**src/rtl/hazard_match_gen_if.sv**
```systemverilog
// Hazard-unit side channel: Decode fields and hazard controls going in,
// match vector, qualified write flags and the stall counter coming out.
interface hazard_match_gen_if #(
    parameter int CNT_W = 16
);
    logic [3:0]       RA1D;
    logic [3:0]       RA2D;
    logic [3:0]       WA3D;
    logic             RegWriteD;
    logic             MemtoRegD;
    logic             PCSrcD;
    logic             CondExE;
    logic             StallD;
    logic             FlushE;

    logic [4:0]       match;
    logic             RegWriteM;
    logic             RegWriteW;
    logic             MemtoRegE;
    logic             PCWrPendingF;
    logic             PCSrcW;
    logic [CNT_W-1:0] StallCnt;

    // The match generator itself.
    modport master (
        input  RA1D, RA2D, WA3D, RegWriteD, MemtoRegD, PCSrcD,
        input  CondExE, StallD, FlushE,
        output match, RegWriteM, RegWriteW, MemtoRegE, PCWrPendingF,
        output PCSrcW, StallCnt
    );

    // Pipeline / hazard unit side that feeds it and consumes its results.
    modport slave (
        output RA1D, RA2D, WA3D, RegWriteD, MemtoRegD, PCSrcD,
        output CondExE, StallD, FlushE,
        input  match, RegWriteM, RegWriteW, MemtoRegE, PCWrPendingF,
        input  PCSrcW, StallCnt
    );
endinterface

```
**src/rtl/hazard_match_gen.sv**
```systemverilog
// Producer side of the hazard unit: carries register addresses and control
// bits through E/M/W, produces the unqualified address-match vector and the
// qualified write flags, and counts load-use stall cycles (saturating).
module hazard_match_gen #(
    parameter int CNT_W = 16
) (
    input  logic              clk,
    input  logic              reset,
    hazard_match_gen_if.master hz
);

    // Execute stage
    logic [3:0]       ra1E, ra2E, wa3E;
    logic             regWriteE, memtoRegE, pcSrcE;
    // Memory stage (the load flag stops at E: nothing downstream consumes it)
    logic [3:0]       wa3M;
    logic             regWriteM, pcSrcM;
    // Writeback stage
    logic [3:0]       wa3W;
    logic             regWriteW, pcSrcW;
    // Performance counter
    logic [CNT_W-1:0] stallCnt;
    // Combinational results
    logic [4:0]       matchVec;

    // D->E register: a flush turns the slot into an all-zero bubble.
    // NOTE: sequential state uses non-blocking (<=) so every register samples
    // pre-edge values no matter how the statements are ordered.
    always_ff @(posedge clk or negedge reset) begin
        if (!reset) begin
            ra1E      <= '0;
            ra2E      <= '0;
            wa3E      <= '0;
            regWriteE <= 1'b0;
            memtoRegE <= 1'b0;
            pcSrcE    <= 1'b0;
        end else if (hz.FlushE) begin
            ra1E      <= '0;
            ra2E      <= '0;
            wa3E      <= '0;
            regWriteE <= 1'b0;
            memtoRegE <= 1'b0;
            pcSrcE    <= 1'b0;
        end else begin
            ra1E      <= hz.RA1D;
            ra2E      <= hz.RA2D;
            wa3E      <= hz.WA3D;
            regWriteE <= hz.RegWriteD;
            memtoRegE <= hz.MemtoRegD;
            pcSrcE    <= hz.PCSrcD;
        end
    end

    // E->M and M->W registers: controls are qualified by the condition check
    // as they leave Execute; no stall or flush applies to these stages.
    always_ff @(posedge clk or negedge reset) begin
        if (!reset) begin
            wa3M      <= '0;
            regWriteM <= 1'b0;
            pcSrcM    <= 1'b0;
            wa3W      <= '0;
            regWriteW <= 1'b0;
            pcSrcW    <= 1'b0;
        end else begin
            wa3M      <= wa3E;
            regWriteM <= regWriteE & hz.CondExE;
            pcSrcM    <= pcSrcE & hz.CondExE;
            wa3W      <= wa3M;
            regWriteW <= regWriteM;
            pcSrcW    <= pcSrcM;
        end
    end

    // Stall-cycle counter: counts edges with StallD high, holds at all-ones.
    always_ff @(posedge clk or negedge reset) begin
        if (!reset) begin
            stallCnt <= '0;
        end else if (hz.StallD && (stallCnt != '1)) begin
            stallCnt <= stallCnt + 1'b1;
        end
    end

    // Unqualified address compares; the hazard unit applies the write flags.
    // NOTE: assign a default first so every path drives the signal and no
    // latch is inferred.
    always_comb begin
        matchVec    = '0;
        matchVec[4] = (ra1E == wa3M);
        matchVec[3] = (ra2E == wa3M);
        matchVec[2] = (ra1E == wa3W);
        matchVec[1] = (ra2E == wa3W);
        matchVec[0] = (hz.RA1D == wa3E) | (hz.RA2D == wa3E);
    end

    assign hz.match        = matchVec;
    assign hz.RegWriteM    = regWriteM;
    assign hz.RegWriteW    = regWriteW;
    assign hz.MemtoRegE    = memtoRegE;
    // Execute's PC-write flag is taken before the condition check: a
    // conservative pending indication is harmless, a missed one is not.
    assign hz.PCWrPendingF = hz.PCSrcD | pcSrcE | pcSrcM;
    assign hz.PCSrcW       = pcSrcW;
    assign hz.StallCnt     = stallCnt;

endmodule
```
**src/flat_wrapper.sv**
```systemverilog
// flat-port wrapper written by rule: the top's interface ports become plain ports
module hazard_match_gen_flat 
#(
    parameter int CNT_W = 16
)
  (clk, reset, hz_RA1D, hz_RA2D, hz_WA3D, hz_RegWriteD, hz_MemtoRegD, hz_PCSrcD, hz_CondExE, hz_StallD, hz_FlushE, hz_match, hz_RegWriteM, hz_RegWriteW, hz_MemtoRegE, hz_PCWrPendingF, hz_PCSrcW, hz_StallCnt);
  hazard_match_gen_if #(.CNT_W(CNT_W)) hz_i ();
  input  logic clk;
  input  logic reset;
  input wire logic [$bits(hz_i.RA1D)-1:0] hz_RA1D;
  input wire logic [$bits(hz_i.RA2D)-1:0] hz_RA2D;
  input wire logic [$bits(hz_i.WA3D)-1:0] hz_WA3D;
  input wire logic [$bits(hz_i.RegWriteD)-1:0] hz_RegWriteD;
  input wire logic [$bits(hz_i.MemtoRegD)-1:0] hz_MemtoRegD;
  input wire logic [$bits(hz_i.PCSrcD)-1:0] hz_PCSrcD;
  input wire logic [$bits(hz_i.CondExE)-1:0] hz_CondExE;
  input wire logic [$bits(hz_i.StallD)-1:0] hz_StallD;
  input wire logic [$bits(hz_i.FlushE)-1:0] hz_FlushE;
  output wire logic [$bits(hz_i.match)-1:0] hz_match;
  output wire logic [$bits(hz_i.RegWriteM)-1:0] hz_RegWriteM;
  output wire logic [$bits(hz_i.RegWriteW)-1:0] hz_RegWriteW;
  output wire logic [$bits(hz_i.MemtoRegE)-1:0] hz_MemtoRegE;
  output wire logic [$bits(hz_i.PCWrPendingF)-1:0] hz_PCWrPendingF;
  output wire logic [$bits(hz_i.PCSrcW)-1:0] hz_PCSrcW;
  output wire logic [$bits(hz_i.StallCnt)-1:0] hz_StallCnt;
  assign hz_i.RA1D = hz_RA1D;
  assign hz_i.RA2D = hz_RA2D;
  assign hz_i.WA3D = hz_WA3D;
  assign hz_i.RegWriteD = hz_RegWriteD;
  assign hz_i.MemtoRegD = hz_MemtoRegD;
  assign hz_i.PCSrcD = hz_PCSrcD;
  assign hz_i.CondExE = hz_CondExE;
  assign hz_i.StallD = hz_StallD;
  assign hz_i.FlushE = hz_FlushE;
  assign hz_match = hz_i.match;
  assign hz_RegWriteM = hz_i.RegWriteM;
  assign hz_RegWriteW = hz_i.RegWriteW;
  assign hz_MemtoRegE = hz_i.MemtoRegE;
  assign hz_PCWrPendingF = hz_i.PCWrPendingF;
  assign hz_PCSrcW = hz_i.PCSrcW;
  assign hz_StallCnt = hz_i.StallCnt;
  hazard_match_gen #(.CNT_W(CNT_W)) u_core (.clk(clk), .reset(reset), .hz(hz_i));
endmodule
```
**config.mk**
```make
export PLATFORM = sky130hd
export DESIGN_NAME = hazard_match_gen_flat
export DESIGN_NICKNAME = d
export VERILOG_FILES = /design/src/rtl/hazard_match_gen_if.sv /design/src/rtl/hazard_match_gen.sv /design/src/flat_wrapper.sv
export SDC_FILE = /design/constraint.sdc
export NUM_CORES = 1
export LEC_CHECK = 0
export BUFFER_PORTS_ARGS = -buffer_cell sky130_fd_sc_hd__buf_2
export CORE_UTILIZATION = 25
export DETAILED_ROUTE_END_ITERATION = 6
export PLACE_DENSITY = 0.54
export SETUP_SLACK_MARGIN = 0.05
export SLEW_MARGIN = 20
export SYNTH_ARGS = -nofsm -noshare
export SYNTH_HDL_FRONTEND = slang
export SYNTH_SLANG_ARGS = --single-unit
```
**constraint.sdc**
```tcl
create_clock -name clk -period 2.3 [get_ports clk]
set_input_delay 0.115 -clock clk [delete_from_list [all_inputs] [get_ports clk]]
set_output_delay 0.115 -clock clk [all_outputs]
set_load 0.02 [all_outputs]
```
==> results of run 1 <==
[per-stage QoR]
stage | cells | worst slack, ps | area, um2 | utilization (%) | hold slack, ps
finish | 306 | 270 | 2310 | 32.0 | 37.1
global route | 306 | 170 | 2310 | 32.0 | 32.1
CTS | 306 | 262 | 2310 | 32.0 | 24.1
detailed placement | 297 | 300 | 2200 | 30.5 | 69.0
global placement | 297 | 344 | 2200 | 30.5 | 71.2
floorplan | 154 | 299 | 1850 | - | -181
[synthesized netlist by cell type]
master and count:
o21ai_0 3, nand3_1 7, nand2_4 1, xnor2_1 9, mux2_4 1, nand2_1 5
buf_4 1, a41oi_1 1, a31oi_1 2, o21a_1 1, nor2_1 5, dfrtp_1 43
nand4_1 7, clkbuf_1 1, and2_1 2, or3_1 2, mux2_2 2, o41ai_1 1
nor3_1 1, ha_1 1, nor4_1 4, nor3_2 1, xor2_1 23, a211oi_1 1
inv_1 1, or4b_1 1, a21oi_1 4, and4_1 3, and3_1 2, buf_2 1
nor2b_1 17
[power by group through the flow]
stage,Sequential [mW],Clock [mW],Combinational [mW]
after floorplan,1.03,0,0.182
after global placement,0.964,0,0.409
after detailed placement,0.973,0,0.410
after CTS,0.961,0.531,0.415
after global routing,0.980,0.567,0.451
final,0.958,0.508,0.405
[area by class of cell]
type                            count  share of cell area (%)
Sequential cell                    43                    46.6
Multi-Input combinational cell    107                    32.8
Clock buffer                        6                    3.57
Tap cell                           99                    5.36
Timing Repair Buffer               48                    10.8
Inverter                            1                   0.162
Clock inverter                      2                   0.704
[cell families after synthesis]
family,after synthesis,share of synthesized area [%]
muxes,3,2.02
buffers and inverters,4,1.08
adders and majority gates,1,0.675
and+or+nand+nor,58,18.8
DFF,43,58.0
AOI/OAI and AO/OA,13,4.32
xor gates and xnor gates,32,15.1
[flip-flops by register name, summed over array words and instances, names as in the netlist]
register             cells
u_core.hz.MemtoRegE      1
u_core.hz.PCSrcW         1
u_core.hz.RegWriteM      1
u_core.hz.RegWriteW      1
u_core.hz.StallCnt      16
u_core.pcSrcE            1
u_core.pcSrcM            1
u_core.ra1E              4
u_core.ra2E              4
u_core.regWriteE         1
u_core.wa3E              4
u_core.wa3M              4
u_core.wa3W              4
[worst paths after layout]
kind                                                   start                                 to  slack [ps]  cells past startpoint
max in group asynchronous                              reset  u_core.hz.StallCnt[2]$_DFFE_PN0P_        1440                      3
hold reg to reg                      u_core.pcSrcM$_DFF_PN0_         u_core.hz.PCSrcW$_DFF_PN0_         370                      0
setup reg to reg           u_core.hz.StallCnt[0]$_DFFE_PN0P_  u_core.hz.StallCnt[1]$_DFFE_PN0P_         270                      5
setup / recovery           u_core.hz.StallCnt[0]$_DFFE_PN0P_  u_core.hz.StallCnt[1]$_DFFE_PN0P_         270                      5
hold / removal                                  hz_RegWriteD         u_core.regWriteE$_DFF_PN0_          40                      2
min in group asynchronous                              reset            u_core.pcSrcE$_DFF_PN0_         300                      2
[critical path: stages, from the launching register on]
cell     delay (ps)
dfrtp_1         430
ha_1            260
nand4_1         130
or4b_1          670
nand2_4         140
mux2_4          290
[cell usage in the layout, fill, tap and decap left out, types with 2 or more instances in the layout]
| cell type | count |
|---|---|
| a21oi_1 | 4 |
| a31oi_1 | 2 |
| and2_1 | 2 |
| and3_1 | 2 |
| and4_1 | 3 |
| buf_2 | 45 |
| buf_4 | 2 |
| clkbuf_8 | 6 |
| dfrtp_1 | 43 |
| mux2_2 | 2 |
| nand2_1 | 5 |
| nand3_1 | 7 |
| nand4_1 | 7 |
| nor2_1 | 5 |
| nor2b_1 | 17 |
| nor4_1 | 4 |
| o21ai_0 | 3 |
| or3_1 | 2 |
| xnor2_1 | 9 |
| xor2_1 | 23 |
[routing by layer]
layer	vias up	wire length [um]	GRT usage [%]
li1	636	-	-
met1	635	1740	14.5
met3	5	136	2.64
met5	-	0	0
met2	24	1860	17.2
met4	0	61	4.40
==> impl_metrics.json, run 1 <==
{
  "drt-total-wl_mm": 3.80,
  "cts_hold_repair.buffers": 1,
  "drt_pass1_iterations": 4,
  "multi_input_area_um2": 758,
  "clkPwrFrac_pct": 27.1,
  "drv_slew": 0,
  "power_frac_seq_pct": 51.2,
  "n_fill_cell": 772,
  "rows": 31,
  "power_density_nw_per_um2": 810,
  "grt_pass1_vias": 1301,
  "clk_pin_slew_ps": 80,
  "vdd_drop_max_v": 0.000285,
  "swShare_pct": 32.8,
  "clk_path_buf_depth": 2,
  "fin_tns_setup_ps": 0,
  "synth_area_leader_cell": "dfrtp_1",
  "drt_iter0_markers": 50,
  "vias_per_cell": 4.25,
  "seqCellArea_um2": 1080,
  "cts_resized": 0,
  "core_area_um2": 7210,
  "dieHeight_um": 88.1,
  "numCtsBuffers": 5,
  "relSlewSlack_pct": 67.1,
  "internal_power_mw": 1.26,
  "grt_pass1_wl_mm": 6.37,
  "grtUsageTotal_pct": 10.9,
  "post-route-min-period_ps": 2030,
  "place_congestion": 0.763,
  "fin_skew_ps": 5.79,
  "syn_to_final_growth_pct": 24.6,
  "yosysWarnings": 0,
  "synthTopCellsByArea": "dfrtp_1 58%, xor2_1 11%, nor2b_1 5.7%",
  "finalPower_mw": 1.87,
  "clock.fmax_ghz": 0.493,
  "synth_area_um2": 1850,
  "synthCells": 154,
  "syn-num-nets": 175,
  "clock-root-buffer": "clkbuf_8",
  "synth.avg_cell_area_um2": 12.0,
  "ys_seq_area_share_pct": 58.0,
  "wl_per_cell_um": 12.4,
  "p_switching_mw": 0.613,
  "post-route-period-util_pct": 88.2,
  "die_area_um2": 7770,
  "overflow": 0,
  "hold_viol_final": 0,
  "dpl.hpwl_mm": 2.88,
  "vias": 1300,
  "ant_nets": 0,
  "drc": 0,
  "die-width_um": 88.1,
  "setup_viol": 0,
  "cp-start-kind": "register",
  "path_class": "reg2reg",
  "maxCapViolCount": 0,
  "drive_gt1_share_pct": 29.0,
  "status": "finished, final reports clean",
  "p_leak_nw": 1.14,
  "ios": 46,
  "crit_required_ps": 2480,
  "h-tree-depth": 2,
  "port_buffers": 45,
  "rsz0062_at_grt": "no",
  "pwr-share-comb_pct": 21.7,
  "antenna_found_initial": 0,
  "worstPathMaxFanout": 6,
  "synth_cell_types": 31,
  "nets": 227,
  "postCtsSetupRepairBufs": 0,
  "synth_top_area_share_pct": 58.0,
  "clock_sinks": 43,
  "worst_pin_slew_ps": 491,
  "hp-class": "in2reg",
  "ys_ff_latch": 43,
  "grt_start_max_net_pins": 20,
  "arrival_ps": 2210,
  "start_util_pct": 25.7,
  "insertion_delay_ps": 290,
  "cts_tree": "built",
  "end_kind": "register",
  "diodes": 0
}
No activity file was read; power rests on OpenSTA's default activity.
==> run 2, diff against run 1 <==
CELL_PAD_IN_SITES_DETAIL_PLACEMENT = 0   (was default)
CELL_PAD_IN_SITES_GLOBAL_PLACEMENT = 1   (was default)
PLACE_DENSITY = 0.62   (was 0.54)
==> run 2 against run 1 <==
Against the previous run:
- non-clock buffer count stayed put
- utilization is 0.23 points higher
- highest routed layer unchanged
- die area stayed put
- wire length hardly changed
- register-to-register slack hardly changed
- clock-buffer cell count is 1 lower
- sequential power is 0.7% lower
==> impl_metrics.json, run 2 (synthesis results as in run 1) <==
{
  "numCtsBuffers": 5,
  "setup_ws_ps": 280,
  "clock.fmax_ghz": 0.495,
  "n_fill_cell": 771,
  "port_buffers": 45,
  "vias": 1266,
  "r2r_slack_ps": 280,
  "overflow": 0,
  "r2r_cells": 5,
  "ios": 46,
  "worstPathMaxFanout": 6,
  "rsz0062_at_grt": "no",
  "nets": 227,
  "cp-start-kind": "register",
  "dieHeight_um": 88.1,
  "seqCellArea_um2": 1080,
  "power_density_nw_per_um2": 844,
  "r2r_end": "u_core.hz.StallCnt[1]$_DFFE_PN0P_",
  "crit_required_ps": 2490,
  "cts_resized": 0,
  "arrival_ps": 2210,
  "holdPathStages": 2,
  "drt_pass1_iterations": 4,
  "die_area_um2": 7770,
  "cts_tree": "built",
  "hold_end": "u_core.hz.MemtoRegE$_DFF_PN0_",
  "post-route-min-period_ps": 2020,
  "cts_hold_repair.buffers": 1,
  "post-route-period-util_pct": 87.8,
  "fin_skew_ps": 7.50,
  "drc": 0,
  "postCtsSetupRepairBufs": 0,
  "dpl.hpwl_mm": 2.84,
  "fin_tns_setup_ps": 0,
  "multi_input_area_um2": 758,
  "clk_pin_slew_ps": 90,
  "grtUsageMet1_pct": 14.6,
  "min_from": "hz_MemtoRegD",
  "postLayoutCellArea_um2": 2330,
  "clk_path_buf_depth": 2,
  "clock-root-buffer": "clkbuf_8",
  "die-width_um": 88.1,
  "use_met3_pct": 2.45,
  "antenna_found_initial": 0,
  "dpl_cell_area_um2": 2200,
  "maxCapViolCount": 0,
  "drv_slew": 0,
  "drive_gt1_share_pct": 29.0,
  "largest_reg_flops": 16,
  "final_cell_mix": "45 x buf_2, 43 x dfrtp_1, 23 x xor2_1",
  "core_area_um2": 7210,
  "grt_pass1_vias": 1320,
  "start_util_pct": 25.7,
  "rr_startpoint": "u_core.hz.StallCnt[0]$_DFFE_PN0P_",
  "drt_iter0_markers": 40,
  "dp_slack_ps": 289,
  "ant_nets": 0,
  "final_common_cell": "buf_2",
  "rows": 31,
  "vias_per_cell": 4.14,
  "vdd_drop_max_v": 0.000318,
  "grtUsageTotal_pct": 10.9,
  "diodes": 0,
  "grt_pass1_wl_mm": 6.29,
  "syn_to_final_growth_pct": 25.5,
  "setup_viol": 0,
  "path_class": "reg2reg",
  "relSlewSlack_pct": 64.9,
  "grt_use_met2_pct": 16.6,
  "wl_per_cell_um": 12.4,
  "grt_start_max_net_pins": 25,
  "end_kind": "register",
  "drt-total-wl_mm": 3.80,
  "place_congestion": 0.729,
  "p_leak_nw": 1.14,
  "clock_sinks": 43,
  "insertion_delay_ps": 300,
  "status": "finished, final reports clean",
  "gr-max-usage-layer": "met2",
  "hold_viol_final": 0,
  "hp-class": "in2reg",
  "h-tree-depth": 2,
  "worst_pin_slew_ps": 527
}
## run 2: cell count changes in the layout (fill, tap and decap cells not counted)
cell	delta
bufinv_16	+1
clkinv_4	-1
inv_6	+1
clkbuf_8	-1
## run 2: where the power goes
group          total, mW  internal (mW)  switching [mW]
Clock              0.610          0.327           0.283
Combinational      0.403          0.171           0.232
Sequential         0.951          0.841           0.110
## run 2: metal layers
metal  vias to the layer above  wire [um]
met5                         -          0
met3                         6        136
li1                        635          -
met4                         0         82
met1                       598       1850
met2                        27       1730
## run 2: final cells by class
class                   instances  area share, %
flip-flops and latches         43           46.2
multi-input cells             107           32.6
inverters                       1          0.161
well taps                      99           5.32
repair buffers                 48           10.8
clock inverters                 3           1.99
clock buffers                   5           2.96
## run 2: worst max path at each step
stage | from | end | slack, ps | cells past startpoint
2_1_floorplan | u_core.hz.StallCnt[0]$_DFFE_PN0P_ | u_core.hz.StallCnt[1]$_DFFE_PN0P_ | 300 | 6
3_3_place_gp | u_core.hz.StallCnt[0]$_DFFE_PN0P_ | u_core.hz.StallCnt[1]$_DFFE_PN0P_ | 340 | 5
3_5_place_dp | u_core.hz.StallCnt[0]$_DFFE_PN0P_ | u_core.hz.StallCnt[1]$_DFFE_PN0P_ | 290 | 5
4_1_cts | u_core.hz.StallCnt[0]$_DFFE_PN0P_ | u_core.hz.StallCnt[1]$_DFFE_PN0P_ | 270 | 5
5_1_grt | u_core.hz.StallCnt[0]$_DFFE_PN0P_ | u_core.hz.StallCnt[1]$_DFFE_PN0P_ | 180 | 5
6_report | u_core.hz.StallCnt[0]$_DFFE_PN0P_ | u_core.hz.StallCnt[1]$_DFFE_PN0P_ | 280 | 5
## run 2: worst max-delay path, cell delays in order, from the launching register on
cell and delay, ps:
dfrtp_1 420, ha_1 260, nand4_1 130, or4b_1 670, nand2_4 140, mux2_4 290
## run 2: stage by stage
stage | power (mW) | instances | utilization (%) | hold WS (ps)
2_1_floorplan | 1.21 | 154 | - | -181
3_3_place_gp | 1.37 | 297 | 30.5 | 123
3_5_place_dp | 1.37 | 297 | 30.5 | 123
4_1_cts | 1.99 | 306 | 32.3 | 17.0
5_1_grt | 2.07 | 306 | 32.3 | 29.2
6_report | 1.96 | 306 | 32.3 | 24.3
==> run 3, diff against run 2 <==
clock period = 2.6 ns   (was 2.3 ns; I/O delays follow)
==> run 3 against run 2 <==
Against the previous run:
- the run now ends with hold timing left
- worst hold slack worse by 49 ps
- register-to-register slack gained 290 ps
- via count decreased by 0.24%
- final cell count is 0.98% lower
- maximum frequency shrank 0.51%
- non-clock buffer count down 3
- cell area shrank 1.0%
- critical path type unchanged
- largest power group unchanged
==> impl_metrics.json, run 3 (synthesis results as in run 1) <==
{
  "status": "finished, violations left",
  "violations": "hold timing",
  "largest_reg_flops": 16,
  "clock.fmax_ghz": 0.493,
  "postLayoutCellArea_um2": 2300,
  "end_kind": "register",
  "grtUsageTotal_pct": 10.5,
  "fin_tns_setup_ps": 0,
  "port_buffers": 45,
  "power_density_nw_per_um2": 754,
  "hp-class": "in2async",
  "insertion_delay_ps": 300,
  "r2r_cells": 5,
  "p_leak_nw": 1.13,
  "core_area_um2": 7210,
  "finalPower_mw": 1.74,
  "rows": 31,
  "post-route-period-util_pct": 78.1,
  "relSlewSlack_pct": 36.4,
  "maxCapViolCount": 0,
  "clock_sinks": 43,
  "finalHoldWorstSlack_ps": -25.0,
  "ios": 46,
  "final_common_cell": "buf_2",
  "worstPathMaxFanout": 6,
  "grt_pass1_wl_mm": 6.10,
  "diodes": 0,
  "r2r_end": "u_core.hz.StallCnt[1]$_DFFE_PN0P_",
  "vdd_drop_max_v": 0.000419,
  "setup_ws_ps": 570,
  "arrival_ps": 2220,
  "drt_pass1_iterations": 4,
  "place_congestion": 0.724,
  "final_cell_mix": "45 x buf_2, 43 x dfrtp_1, 23 x xor2_1",
  "cts_tree": "built",
  "drv_slew": 0,
  "clock-root-buffer": "clkbuf_8",
  "numCtsBuffers": 5,
  "rr_startpoint": "u_core.hz.StallCnt[0]$_DFFE_PN0P_",
  "h-tree-depth": 2,
  "rsz0062_at_grt": "no",
  "setup_viol": 0,
  "wl_per_cell_um": 12.4,
  "n_fill_cell": 783,
  "die_area_um2": 7770,
  "syn_to_final_growth_pct": 24.2,
  "path_class": "reg2reg",
  "cp-start-kind": "register",
  "dpl_cell_area_um2": 2190,
  "fin_skew_ps": 6.52,
  "worst_pin_slew_ps": 954,
  "vias": 1263,
  "hold_viol_final": 43,
  "r2r_slack_ps": 570,
  "drive_gt1_share_pct": 28.4,
  "clk_pin_slew_ps": 90,
  "crit_required_ps": 2790,
  "antenna_found_initial": 0,
  "post-route-min-period_ps": 2030,
  "grt_pass1_vias": 1299,
  "die-width_um": 88.1,
  "start_util_pct": 25.7,
  "dp_slack_ps": 578,
  "drt_iter0_markers": 40,
  "drc": 0,
  "instances_no_fill": 303,
  "grt_start_max_net_pins": 44,
  "vias_per_cell": 4.17,
  "dpl.hpwl_mm": 2.78,
  "drt-total-wl_mm": 3.76,
  "clk_path_buf_depth": 2,
  "cts_hold_repair.buffers": 0,
  "postCtsSetupRepairBufs": 0,
  "dp_cells": 295,
  "overflow": 0,
  "nets": 224,
  "dieHeight_um": 88.1,
  "ant_nets": 0,
  "cts_resized": 0
}
[run 3: changes by cell type in the layout (fill, tap and decap cells not counted)]
cell,previous run,this run
dlygate4sd3_1,1,0
clkinv_4,0,1
buf_4,2,0
clkinvlp_4,1,0
[run 3: metal layers]
layer | part of all wire, % | up-vias | wire length [um] | track usage, %
li1 | - | 626 | - | -
met1 | 48 | 607 | 1790 | 13.4
met2 | 47 | 25 | 1780 | 16.8
met3 | 3.1 | 5 | 115 | 2.36
met4 | 1.9 | 0 | 72 | 4.84
met5 | 0 | - | 0 | 0
[run 3: how the worst max path moves through the flow]
stage / start / to / slack [ps] / cells after the start
2_1_floorplan: u_core.hz.StallCnt[0]$_DFFE_PN0P_ / u_core.hz.StallCnt[1]$_DFFE_PN0P_ / 600 / 6
3_3_place_gp: u_core.hz.StallCnt[0]$_DFFE_PN0P_ / u_core.hz.StallCnt[1]$_DFFE_PN0P_ / 640 / 5
3_5_place_dp: u_core.hz.StallCnt[0]$_DFFE_PN0P_ / u_core.hz.StallCnt[1]$_DFFE_PN0P_ / 580 / 5
4_1_cts: u_core.hz.StallCnt[0]$_DFFE_PN0P_ / u_core.hz.StallCnt[1]$_DFFE_PN0P_ / 570 / 5
5_1_grt: u_core.hz.StallCnt[0]$_DFFE_PN0P_ / u_core.hz.StallCnt[1]$_DFFE_PN0P_ / 450 / 5
6_report: u_core.hz.StallCnt[0]$_DFFE_PN0P_ / u_core.hz.StallCnt[1]$_DFFE_PN0P_ / 570 / 5
[run 3: layout make-up]
class / instances / area [um2] / share of cell area [%]
Sequential cell: 43 / 1080 / 46.7
Timing Repair Buffer: 45 / 225 / 9.78
Clock inverter: 3 / 47.5 / 2.06
Multi-Input combinational cell: 107 / 758 / 32.9
Inverter: 1 / 3.75 / 0.163
Clock buffer: 5 / 68.8 / 2.99
Tap cell: 99 / 124 / 5.38
[run 3: per-stage QoR]
| stage | util, % | hold WS (ps) |
|---|---|---|
| floorplan | - | -166 |
| global placement | 30.3 | 344 |
| detailed placement | 30.3 | 350 |
| CTS | 31.9 | 9.36 |
| global route | 31.9 | 38.4 |
| finish | 31.9 | -25.0 |
[run 3: report_power, final]
group          switching (mW)  internal (mW)  leakage [nW]
clock                   0.249          0.291        0.0587
combinational           0.206          0.149         0.515
sequential             0.0983          0.744         0.561
total                   0.553           1.18          1.13
[run 3: worst max-delay path: stages, from the launching register on]
cell and delay (ps):
dfrtp_1 430, ha_1 270, nand4_1 130, or4b_1 670, nand2_4 140, mux2_4 290
